===== config.mk =====
export PLATFORM = sky130hd
export DESIGN_NAME = event_encoder_eight
export DESIGN_NICKNAME = d
export VERILOG_FILES = /design/src/rtl/event_encoder_eight.sv
export SDC_FILE = /design/constraint.sdc
export NUM_CORES = 1
export LEC_CHECK = 0
export ABC_CLOCK_PERIOD_IN_PS = 1850
export CAP_MARGIN = 5
export CELL_PAD_IN_SITES_DETAIL_PLACEMENT = 0
export CELL_PAD_IN_SITES_GLOBAL_PLACEMENT = 1
export CORE_ASPECT_RATIO = 0.8
export CORE_MARGIN = 8
export CORE_UTILIZATION = 40
export CTS_BUF_LIST = sky130_fd_sc_hd__clkbuf_16
export CTS_CLUSTER_DIAMETER = 50
export DETAILED_ROUTE_END_ITERATION = 8
export GPL_TIMING_DRIVEN = 0
export HOLD_SLACK_MARGIN = 0.02
export PLACE_DENSITY = 0.78
export REMOVE_ABC_BUFFERS = 1
export SYNTH_ARGS = -nofsm -noshare
export SYNTH_HDL_FRONTEND = slang
export SYNTH_SLANG_ARGS = --single-unit

===== constraint.sdc =====
create_clock -name clk -period 1.85 [get_ports clk]
set_input_delay 0.2775 -clock clk [delete_from_list [all_inputs] [get_ports clk]]
set_output_delay 0.2775 -clock clk [all_outputs]
set_load 0.005 [all_outputs]

===== src/rtl/event_encoder_eight.sv =====
// Sequential 8-to-3 encoder: synchronizes request lines, queues edge events
// and hands out their binary indices lowest-first over valid/ready.
module event_encoder_eight #(
    parameter int SYNC_STAGES = 2,
    parameter bit EDGE_MODE   = 1'b1
) (
    input  logic       clk,
    input  logic       rst,
    input  logic [7:0] in_req,
    output logic [2:0] out_idx,
    output logic       out_valid,
    input  logic       out_ready,
    output logic [7:0] pending,
    output logic       overflow,
    input  logic       clr_ovf
);

    typedef enum logic {
        IDLE,
        HOLD
    } state_t;

    state_t state, state_n;

    logic [SYNC_STAGES-1:0][7:0] sync_q;
    logic [7:0] sync_s;
    logic [7:0] prev;
    logic [7:0] rise;
    logic [7:0] take;
    logic [7:0] lost;
    logic [7:0] low_hot;
    logic [2:0] low_idx;
    logic       load;
    logic       ovf_set;

    always_ff @(posedge clk or posedge rst) begin
        if (rst) begin
            sync_q <= '0;
            prev   <= '0;
        end else begin
            sync_q <= {sync_q[SYNC_STAGES-2:0], in_req};
            prev   <= sync_s;
        end
    end

    assign sync_s = sync_q[SYNC_STAGES-1];
    assign rise   = EDGE_MODE ? (sync_s & ~prev) : sync_s;

    // Scan downward so the last hit is the lowest set bit
    always_comb begin
        low_idx = '0;
        low_hot = '0;
        for (int i = 7; i >= 0; i--) begin
            if (pending[i]) begin
                low_idx = 3'(i);
                low_hot = 8'd1 << i;
            end
        end
    end

    always_ff @(posedge clk or posedge rst) begin
        if (rst) begin
            state <= IDLE;
        end else begin
            state <= state_n;
        end
    end

    always_comb begin
        state_n = state;
        take    = '0;
        load    = 1'b0;
        unique case (state)
            IDLE: begin
                if (|pending) begin
                    take    = low_hot;
                    load    = 1'b1;
                    state_n = HOLD;
                end
            end
            HOLD: begin
                if (out_ready) begin
                    if (|pending) begin
                        take = low_hot;
                        load = 1'b1;
                    end else begin
                        state_n = IDLE;
                    end
                end
            end
            default: state_n = IDLE;
        endcase
    end

    assign out_valid = (state == HOLD);

    // A rise on a bit being taken this cycle re-queues it and is not a loss
    assign lost    = rise & pending & ~take;
    assign ovf_set = EDGE_MODE && (|lost);

    always_ff @(posedge clk or posedge rst) begin
        if (rst) begin
            pending  <= '0;
            out_idx  <= '0;
            overflow <= 1'b0;
        end else begin
            pending <= (pending & ~take) | rise;
            if (load) begin
                out_idx <= low_idx;
            end
            if (ovf_set) begin
                overflow <= 1'b1;
            end else if (clr_ovf) begin
                overflow <= 1'b0;
            end
        end
    end

endmodule


==> key figures, run 1 <==
Drt
  • Starting DRC count in detailed routing: 63
  • Via density: 4.89
  • DRC errors left: 0
  • DR WL/cell: 13.5 um
  • DRT antenna net count: 0
  • DR vias: 831
  • DR pass1 iterations: 4
  • Post-Route WL: 2300 um

Yosys
  • Area leader, netlist: dfrtp_1
  • Yosys top cell area share: 71.6%
  • Post-Synthesis Cells: 99
  • Most instantiated cells after synthesis: 37 x dfrtp_1, 9 x nand2_1, 8 x inv_1
  • Synth unique cells: 25
  • Number of synthesis warnings: 0
  • Ranking of synthesized cells by area: dfrtp_1 72%, nand2b_1 2.9%, nand2_1 2.6%
  • Post-synth top flop: dfrtp_1
  • Post-synthesis register bit count: 37
  • Synthesized area: 0.00129 mm2
  • Post-Syn Area per Cell: 13.1 um2
  • Sequential share of the synthesized area: 71.6%
  • EDFF count, synth: 0
  • Ys async rst share: 100%
  • Cell with the most instances after synthesis: dfrtp_1

Global routing
  • All-layer global routing usage: 9.87%
  • Grt total ovfl: 0
  • Vias in the first global route: 872
  • Largest net degree at the start of global routing: 25
  • First-pass GRT wire length: 4000 um
  • Initial antenna violation count: 0

Pwr
  • P_leak: 0.796 nW
  • Max VDD drop: 874 uV
  • Power Dens Cells: 1100 mW/mm2

Worst setup path
  • WS Path Type: flip-flop to flip-flop
  • Worst Reg-to-Reg Cells: 5
  • WP data arrival: 1.88 ns
  • Crit end category: flip-flop
  • Req. time, crit path: 1.99 ns
  • CP Launch Type: flip-flop
  • Crit path max fanout: 6

Timing
  • Hold violation count in the final report: 0
  • Fmax: 0.572 GHz
  • Slew headroom: 59.3%
  • RSZ-0062 raised after global routing: no
  • Fin crit period: 1.75 ns
  • Final Cycle Share: 94.4%
  • Worst Tran Pin Value: 0.610 ns
  • Final number of setup-violating endpoints: 0
  • Hold WS: 0.345 ns
  • Skew final: 0.00227 ns
  • Final-report max-slew violation count: 0

Clocking
  • Clock Path Buffers: 2
  • Total CTS buffers: 5
  • Cts-stage hold buffer count: 0
  • Root buffer cell: clkbuf_16
  • Clock Sinks: 37
  • Skew-Pair Late Insertion Delay: 0.28 ns
  • H-Tree Depth: 2
  • Reg clk slew, reported paths: 0.05 ns
  • CTS tree: yes

Place
  • Placed inst area: 0.00161 mm2
  • Dpl hpwl: 1710 um
  • GP Congestion: 0.732
  • Port buffer count: 24

Layout
  • Area Overhead vs Synth: 37.7%
  • N_diodes: 0
  • Post-layout net count: 142
  • Non-Filler Cell Area, Final: 0.00178 mm2
  • Layout cells sized above 1: 10.8%

Worst hold path
  • Hold Path Stages: 0
  • Tightest Hold Check Type: flip-flop to flip-flop

Run
  • Max_cap viols: 0

Floorplan
  • I/O Pins: 25
  • FP Rows: 18
  • Die height: 66.8 um
  • Core Region: 0.00309 mm2
  • Die Wd: 79.6 um
  • Starting Density: 41.9%
  • Die area: 0.00532 mm2

Run status
  • Status: completed
[stage by stage]
stage	TNS [ns]	instances	setup WS, ns	power [W]	util [%]
after floorplan	0	98	0.253	0.000963	-
after global placement	-0.0752	162	-0.0752	0.00105	51.2
after detailed placement	-0.0951	163	-0.0951	0.00106	52.1
after CTS	0	170	0.0270	0.00199	57.4
after global routing	0	170	0.0128	0.00205	57.7
final	0	170	0.103	0.00196	57.7
[flip-flops by register name, indices dropped and copies added (netlist names)]
| signal | cells |
|---|---|
| out_idx | 3 |
| out_valid | 1 |
| overflow | 1 |
| pending | 8 |
| prev | 8 |
| sync_q | 8 |
| sync_s | 8 |
[critical path, cell delays in order, from the launching register on]
cell and delay (ns):
dfrtp_1 0.43, or4_4 0.60, nor2_4 0.13, o22ai_1 0.09, nor3_2 0.21, o311ai_1 0.14
[power breakdown]
group          internal [W]  switching (W)  leakage (nW)
clock network      0.000624       0.000293        0.0797
logic             0.0000884      0.0000617         0.302
registers          0.000858      0.0000354         0.414
[logic make-up (layout without fill, tap and decap cells)]
logic type	count (synthesis)	in the layout	synth area share, %
DFF	37	37	71.6
AOI/OAI and AO/OA	23	23	12.7
buffers and inverters	9	40	2.61
and+or+nand+nor	30	30	13.1
[cell type report]
cell class	count	area [um2]
clock buffers	5	125
multi-input cells	53	345
clock inverters	2	35.0
inverters	8	30.0
flip-flops and latches	37	926
fillers	240	1310
well taps	40	50.0
repair buffers	25	268
[cell usage in the layout (no fill, tap or decap), types with 2 or more instances in the layout]
cell / netlist / routed
nor2_1: 2 / 2
clkdlybuf4s50_1: 0 / 24
nand2_1: 9 / 9
a21oi_1: 4 / 4
dfrtp_1: 37 / 37
clkbuf_16: 0 / 5
inv_1: 8 / 8
nand2b_1: 6 / 6
o41ai_1: 2 / 2
o21ai_0: 6 / 6
o21ai_1: 2 / 2
nor3_1: 5 / 4
o22ai_1: 3 / 3
o31ai_1: 2 / 2
[worst paths after layout]
kind	end	slack, ns	startpoint
worst max-delay path	overflow	0.10	pending[2]
worst min-delay path	sync_s[0]	0.34	sync_q[0]
worst max register to register	overflow	0.10	pending[2]
worst min register to register	sync_s[0]	0.34	sync_q[0]
max in group asynchronous	sync_s[1]	0.95	rst
min in group asynchronous	sync_q[5]	0.38	rst
[repair_timing]
action	CTS	global route
setup buffers	0	0
gates resized for setup	1	2
endpoints found under the setup margin	1	1
endpoints found under the hold margin	0	0
[layer usage]
layer	up-vias	track usage, %	share of wire, %
met5	-	0	0
li1	403	-	-
met4	0	5.53	2.3
met1	399	11.5	46
met3	5	4.57	8.2
met2	24	14.7	44
No activity file was read; power rests on OpenSTA's default activity.
==> run 2: changes to the inputs <==
Settings changed: CORE_ASPECT_RATIO 0.8 to not set.
==> key figures, run 2 (same netlist as run 1, synthesis figures left out) <==
Timing
  • Final-report max-slew violation count: 0 (unchanged)
  • Hold WS: 0.346 ns (+0.00128 ns)
  • Final number of setup-violating endpoints: 0 (unchanged)
  • Skew final: 0.00102 ns (-0.00125 ns)
  • Slew headroom: 63.7% (+4.4 points)
  • Final Cycle Share: 92.8% (-1.6 points)
  • Worst Tran Pin Value: 0.544 ns (-0.0656 ns)
  • RSZ-0062 raised after global routing: no
  • Hold violation count in the final report: 0 (unchanged)
  • Fin crit period: 1.72 ns (-0.0297 ns)
  • Worst setup margin: 0.133 ns (+0.0297 ns)
  • Fmax: 0.582 GHz (+1.7%)

Floorplan
  • I/O Pins: 25 (unchanged)
  • Starting Density: 42.3% (+0.45 points)
  • Die area: 0.00531 mm2 (-0.21%)
  • Core Region: 0.00305 mm2 (-1.1%)
  • FP Rows: 20 (+2)
  • Die height: 72.8 um (+9.0%)
  • Die Wd: 72.8 um (-8.4%)

Drt
  • Post-Route WL: 2200 um (-4.4%)
  • Via density: 4.71 (-3.7%)
  • Starting DRC count in detailed routing: 70 (+11%)
  • DRC errors left: 0 (unchanged)
  • DR pass1 iterations: 4 (unchanged)
  • DR vias: 824 (-0.84%)
  • DRT antenna net count: 0 (unchanged)
  • DR WL/cell: 12.5 um (-7.2%)

Worst setup path
  • CP max stage cell: or4_4
  • CP Launch Type: flip-flop
  • WS Path Type: flip-flop to flip-flop
  • CP max stage delay: 0.59 ns (about the same)
  • Crit path max fanout: 6 (unchanged)
  • Crit-path cells: or4_4, nor2_2, o22ai_1, nor3_2, o311ai_1
  • Worst setup path startpoint: pending[2]
  • Crit end category: flip-flop
  • R2R setup slack: 0.13 ns (+0.03 ns)
  • Dominant delay contributor by cell family on the critical path: simple AND/OR/NAND/NOR gates
  • Reg2reg end: overflow
  • FF-to-FF Start: pending[2]
  • Worst Reg-to-Reg Cells: 5 (unchanged)
  • Req. time, crit path: 1.99 ns (about the same)
  • WP data arrival: 1.86 ns (-0.02 ns)
  • WP buf/inv: 0 (unchanged)

Layout
  • Commonest cells after routing, fill and taps aside: 37 x dfrtp_1, 24 x clkdlybuf4s50_1, 9 x inv_1, 9 x nand2_1
  • Area occupied by multi-input gates: 338 um2 (-2.2%)
  • Area Overhead vs Synth: 38.0%
  • Final Non-Filler Cells: 175 (+2.9%)
  • Post-layout net count: 142 (unchanged)
  • Commonest non-fill, non-tap cell in the layout: dfrtp_1
  • N_diodes: 0 (unchanged)
  • Layout cells sized above 1: 9.92% (-0.85 points)
  • Fill count: 263 (+9.6%)
  • Register area: 926 um2 (unchanged)

Global routing
  • All-layer global routing usage: 9.51% (-0.36 points)
  • Initial antenna violation count: 0 (unchanged)
  • Vias in the first global route: 875 (+0.34%)
  • First-pass GRT wire length: 3800 um (-5.0%)
  • Grt total ovfl: 0 (unchanged)
  • Largest net degree at the start of global routing: 27 (+8.0%)

Pwr
  • Power Dens Cells: 1100 mW/mm2 (-0.27%)
  • Max VDD drop: 813 uV (-6.9%)
  • P_leak: 0.799 nW (+0.39%)

Clocking
  • Clock Sinks: 37 (unchanged)
  • Skew-Pair Late Insertion Delay: 0.27 ns (about the same)
  • CTS tree: yes
  • Post-CTS Setup Repair Bufs: 0 (unchanged)
  • H-Tree Depth: 2 (unchanged)
  • Root buffer cell: clkbuf_16
  • Clock Path Buffers: 2 (unchanged)
  • Reg clk slew, reported paths: 0.05 ns (about the same)
  • Total CTS buffers: 5 (unchanged)

Place
  • GP Congestion: 0.808 (+10%)
  • Placed insts: 167 (+2.5%)
  • Port buffer count: 24 (unchanged)
  • Dpl hpwl: 1700 um (-0.51%)
  • DP Worst Slack: -0.0377 ns (+0.0574 ns)

Run status
  • Status: completed

Run
  • Max_cap viols: 0 (unchanged)

Worst hold path
  • Tightest Hold Check Type: input port to asynchronous set/reset pin
run 2: cell types whose count changed in the layout (fill, tap and decap cells not counted), sizes merged:
cell	previous run	this run
inv	8	9
run 2: layout make-up:
class / count / area share (%)
clock buffers: 5 / 7.01
flip-flops and latches: 37 / 51.9
clock inverters: 3 / 2.38
multi-input cells: 53 / 18.9
well taps: 44 / 3.09
inverters: 8 / 1.68
repair buffers: 25 / 15.0
run 2: timing repair:
item / CTS / global route
hold buffers: 0 / 0
gates resized for setup: 0 / 1
setup endpoints to repair: 0 / 1
run 2: report_power, final:
part	switching, W	internal, W
Sequential	0.0000342	0.000858
Combinational	0.0000616	0.0000881
Clock	0.000288	0.000631
run 2: per-stage QoR:
| step | total power [W] | cell area [um2] | setup TNS [ns] | utilization [%] |
|---|---|---|---|---|
| detailed placement | 0.00106 | 1610 | -0.0377 | 52.8 |
| finish | 0.00196 | 1780 | 0 | 58.4 |
| CTS | 0.00199 | 1780 | 0 | 58.3 |
| floorplan | 0.000963 | 1290 | 0 | - |
| global placement | 0.00105 | 1580 | -0.0430 | 51.9 |
| global route | 0.00205 | 1780 | 0 | 58.4 |
run 2: worst max path at each step:
stage	endpoint	slack [ns]	cells after the start
global placement	overflow	-0.04	6
finish	overflow	0.13	5
detailed placement	overflow	-0.04	6
CTS	overflow	0.08	5
global route	overflow	0.03	5
floorplan	overflow	0.25	4
run 2: worst register-to-register path, cell delays in order (launching register included):
cell and delay (ns):
dfrtp_1 0.42, or4_4 0.59, nor2_2 0.15, o22ai_1 0.10, nor3_2 0.21, o311ai_1 0.12
run 2: routing by layer:
layer / up-vias / GRT usage, % / part of all wire (%)
met5: - / 0 / 0
met4: 0 / 6.67 / 1.8
met3: 6 / 3.85 / 7.5
met2: 22 / 14.9 / 47
met1: 385 / 10.2 / 44
li1: 411 / - / -
==> run 3: changes to the inputs <==
Settings changed: ABC_CLOCK_PERIOD_IN_PS 1850 to 1600, CAP_MARGIN 5 to 15.
Clock period 1.85 ns to 1.6 ns, I/O delays scaled along.
==> key figures, run 3 (same netlist as run 1, synthesis figures left out) <==
Timing
  • Worst Tran Pin Value: 0.538 ns (-0.00605 ns)
  • Hold violation count in the final report: 0 (unchanged)
  • Final number of setup-violating endpoints: 2 (+2)
  • Setup TNS: -0.0203 ns (-0.0203 ns)
  • Final Cycle Share: 101% (+8.4 points)
  • Fmax: 0.617 GHz (+6.0%)
  • Hold WS: 0.309 ns (-0.0377 ns)
  • Skew final: 0.00221 ns (+0.00118 ns)
  • Slew headroom: 64.1% (+0.40 points)
  • RSZ-0062 raised after global routing: yes
  • Final-report max-slew violation count: 0 (unchanged)
  • Worst setup margin: -0.0203 ns (-0.153 ns)
  • Fin crit period: 1.62 ns (-0.0970 ns)

Clocking
  • H-Tree Depth: 2 (unchanged)
  • Cts-stage hold buffer count: 0 (unchanged)
  • Reg clk slew, reported paths: 0.05 ns (about the same)
  • Total CTS buffers: 5 (unchanged)
  • CTS tree: yes
  • Root buffer cell: clkbuf_16
  • Skew-Pair Late Insertion Delay: 0.27 ns (about the same)
  • Clock Sinks: 37 (unchanged)
  • Clock Path Buffers: 2 (unchanged)

Worst setup path
  • CP Launch Type: flip-flop
  • Crit path max fanout: 4 (-2)
  • Worst Reg-to-Reg Cells: 4 (-1)
  • WP depth: 4 (-1)
  • Reg2reg end: overflow
  • Crit-path cells: or4_4, nand2b_4, o41ai_4, o311ai_1
  • WS Path Type: flip-flop to flip-flop
  • WP data arrival: 1.76 ns (-0.10 ns)
  • WP buf/inv: 0 (unchanged)
  • Req. time, crit path: 1.74 ns (-0.25 ns)
  • Dominant delay contributor by cell family on the critical path: simple AND/OR/NAND/NOR gates
  • Worst setup path startpoint: pending[3]
  • R2R setup slack: -0.02 ns (-0.15 ns)
  • CP max stage cell: or4_4
  • CP max stage delay: 0.58 ns (about the same)
  • Worst setup path end: overflow
  • Crit end category: flip-flop
  • FF-to-FF Start: pending[3]

Run status
  • Failing checks: setup timing
  • Status: complete, but fails checks

Global routing
  • Grt total ovfl: 0 (unchanged)
  • Vias in the first global route: 926 (+5.8%)
  • Initial antenna violation count: 0 (unchanged)
  • First-pass GRT wire length: 4000 um (+5.5%)
  • All-layer global routing usage: 9.97% (+0.46 points)
  • Largest net degree at the start of global routing: 27 (unchanged)

Floorplan
  • Starting Density: 42.3% (unchanged)
  • FP Rows: 20 (unchanged)
  • I/O Pins: 25 (unchanged)
  • Die height: 72.8 um (unchanged)
  • Core Region: 0.00305 mm2 (unchanged)
  • Die Wd: 72.8 um (unchanged)
  • Die area: 0.00531 mm2 (unchanged)

Place
  • Placed insts: 167 (unchanged)
  • Port buffer count: 24 (unchanged)
  • GP Congestion: 0.808 (unchanged)
  • Dpl hpwl: 1700 um (unchanged)
  • DP Worst Slack: -0.250 ns (-0.213 ns)

Drt
  • Post-Route WL: 2280 um (+3.7%)
  • DRT antenna net count: 0 (unchanged)
  • Starting DRC count in detailed routing: 51 (-27%)
  • DR pass1 iterations: 4 (unchanged)
  • DR vias: 863 (+4.7%)
  • DRC errors left: 0 (unchanged)
  • Via density: 4.74 (+0.70%)
  • DR WL/cell: 12.5 um (-0.25%)

Worst hold path
  • Tightest Hold Check Type: input port to asynchronous set/reset pin

Pwr
  • Power Dens Cells: 1230 mW/mm2 (+12%)
  • Max VDD drop: 948 uV (+17%)
  • P_leak: 0.835 nW (+4.5%)

Layout
  • Core Util, Final: 61.1% (+2.7 points)
  • Layout cells sized above 1: 18.8% (+8.9 points)
  • Area Overhead vs Synth: 44.4%
  • Post-layout net count: 149 (+4.9%)
  • Commonest cells after routing, fill and taps aside: 34 x dfrtp_1, 23 x clkdlybuf4s50_1, 9 x inv_1, 9 x nand2_1, 7 x buf_4
  • Commonest non-fill, non-tap cell in the layout: dfrtp_1
  • N_diodes: 0 (unchanged)
  • Final Non-Filler Cells: 182 (+4.0%)

Run
  • Max_cap viols: 0 (unchanged)
-- run 3: cell type report --
class / instances / area [um2]
Clock buffer: 5 / 125
Clock inverter: 3 / 42.5
Fill cell: 254 / 1190
Inverter: 8 / 30.0
Multi-Input combinational cell: 53 / 362
Sequential cell: 37 / 930
Tap cell: 44 / 55.1
Timing Repair Buffer: 32 / 323
-- run 3: worst min path at each step --
stage / start / end / slack (ns) / cells past startpoint
6_report: rst / sync_s[6] / 0.31 / 2
5_1_grt: rst / sync_s[6] / 0.35 / 2
4_1_cts: rst / sync_s[6] / 0.32 / 2
3_5_place_dp: sync_q[2] / sync_s[2] / 0.34 / 0
3_3_place_gp: sync_q[0] / sync_s[0] / 0.33 / 0
2_1_floorplan: in_req[0] / sync_q[0] / 0.27 / 0
-- run 3: repair_timing --
item                       4_1_cts  5_1_grt
pin swaps                        3        0
setup buffers                    6        1
setup endpoints to repair        3        5
gates resized for setup          3        7
-- run 3: power breakdown --
| group | total [W] | switching (W) | internal [W] | leakage [nW] |
|---|---|---|---|---|
| logic | 0.000212 | 0.0000881 | 0.000124 | 0.337 |
| registers | 0.00102 | 0.0000312 | 0.000993 | 0.413 |
| clock network | 0.00107 | 0.000336 | 0.000730 | 0.0852 |
-- run 3: per-stage QoR --
step,instance area (um2),power [W]
6_report,1870,0.00230
5_1_grt,1870,0.00241
3_5_place_dp,1610,0.00122
2_1_floorplan,1290,0.00111
4_1_cts,1830,0.00233
3_3_place_gp,1580,0.00121
-- run 3: routing by layer --
metal | share of wire [%] | vias to the layer above | track usage (%) | wire length, um
met5 | 0 | - | 0 | 0
met4 | 1.7 | 0 | 6.67 | 39
met3 | 7.3 | 6 | 3.85 | 166
met2 | 48 | 24 | 16.3 | 1100
met1 | 43 | 409 | 10.4 | 968
li1 | - | 424 | - | -
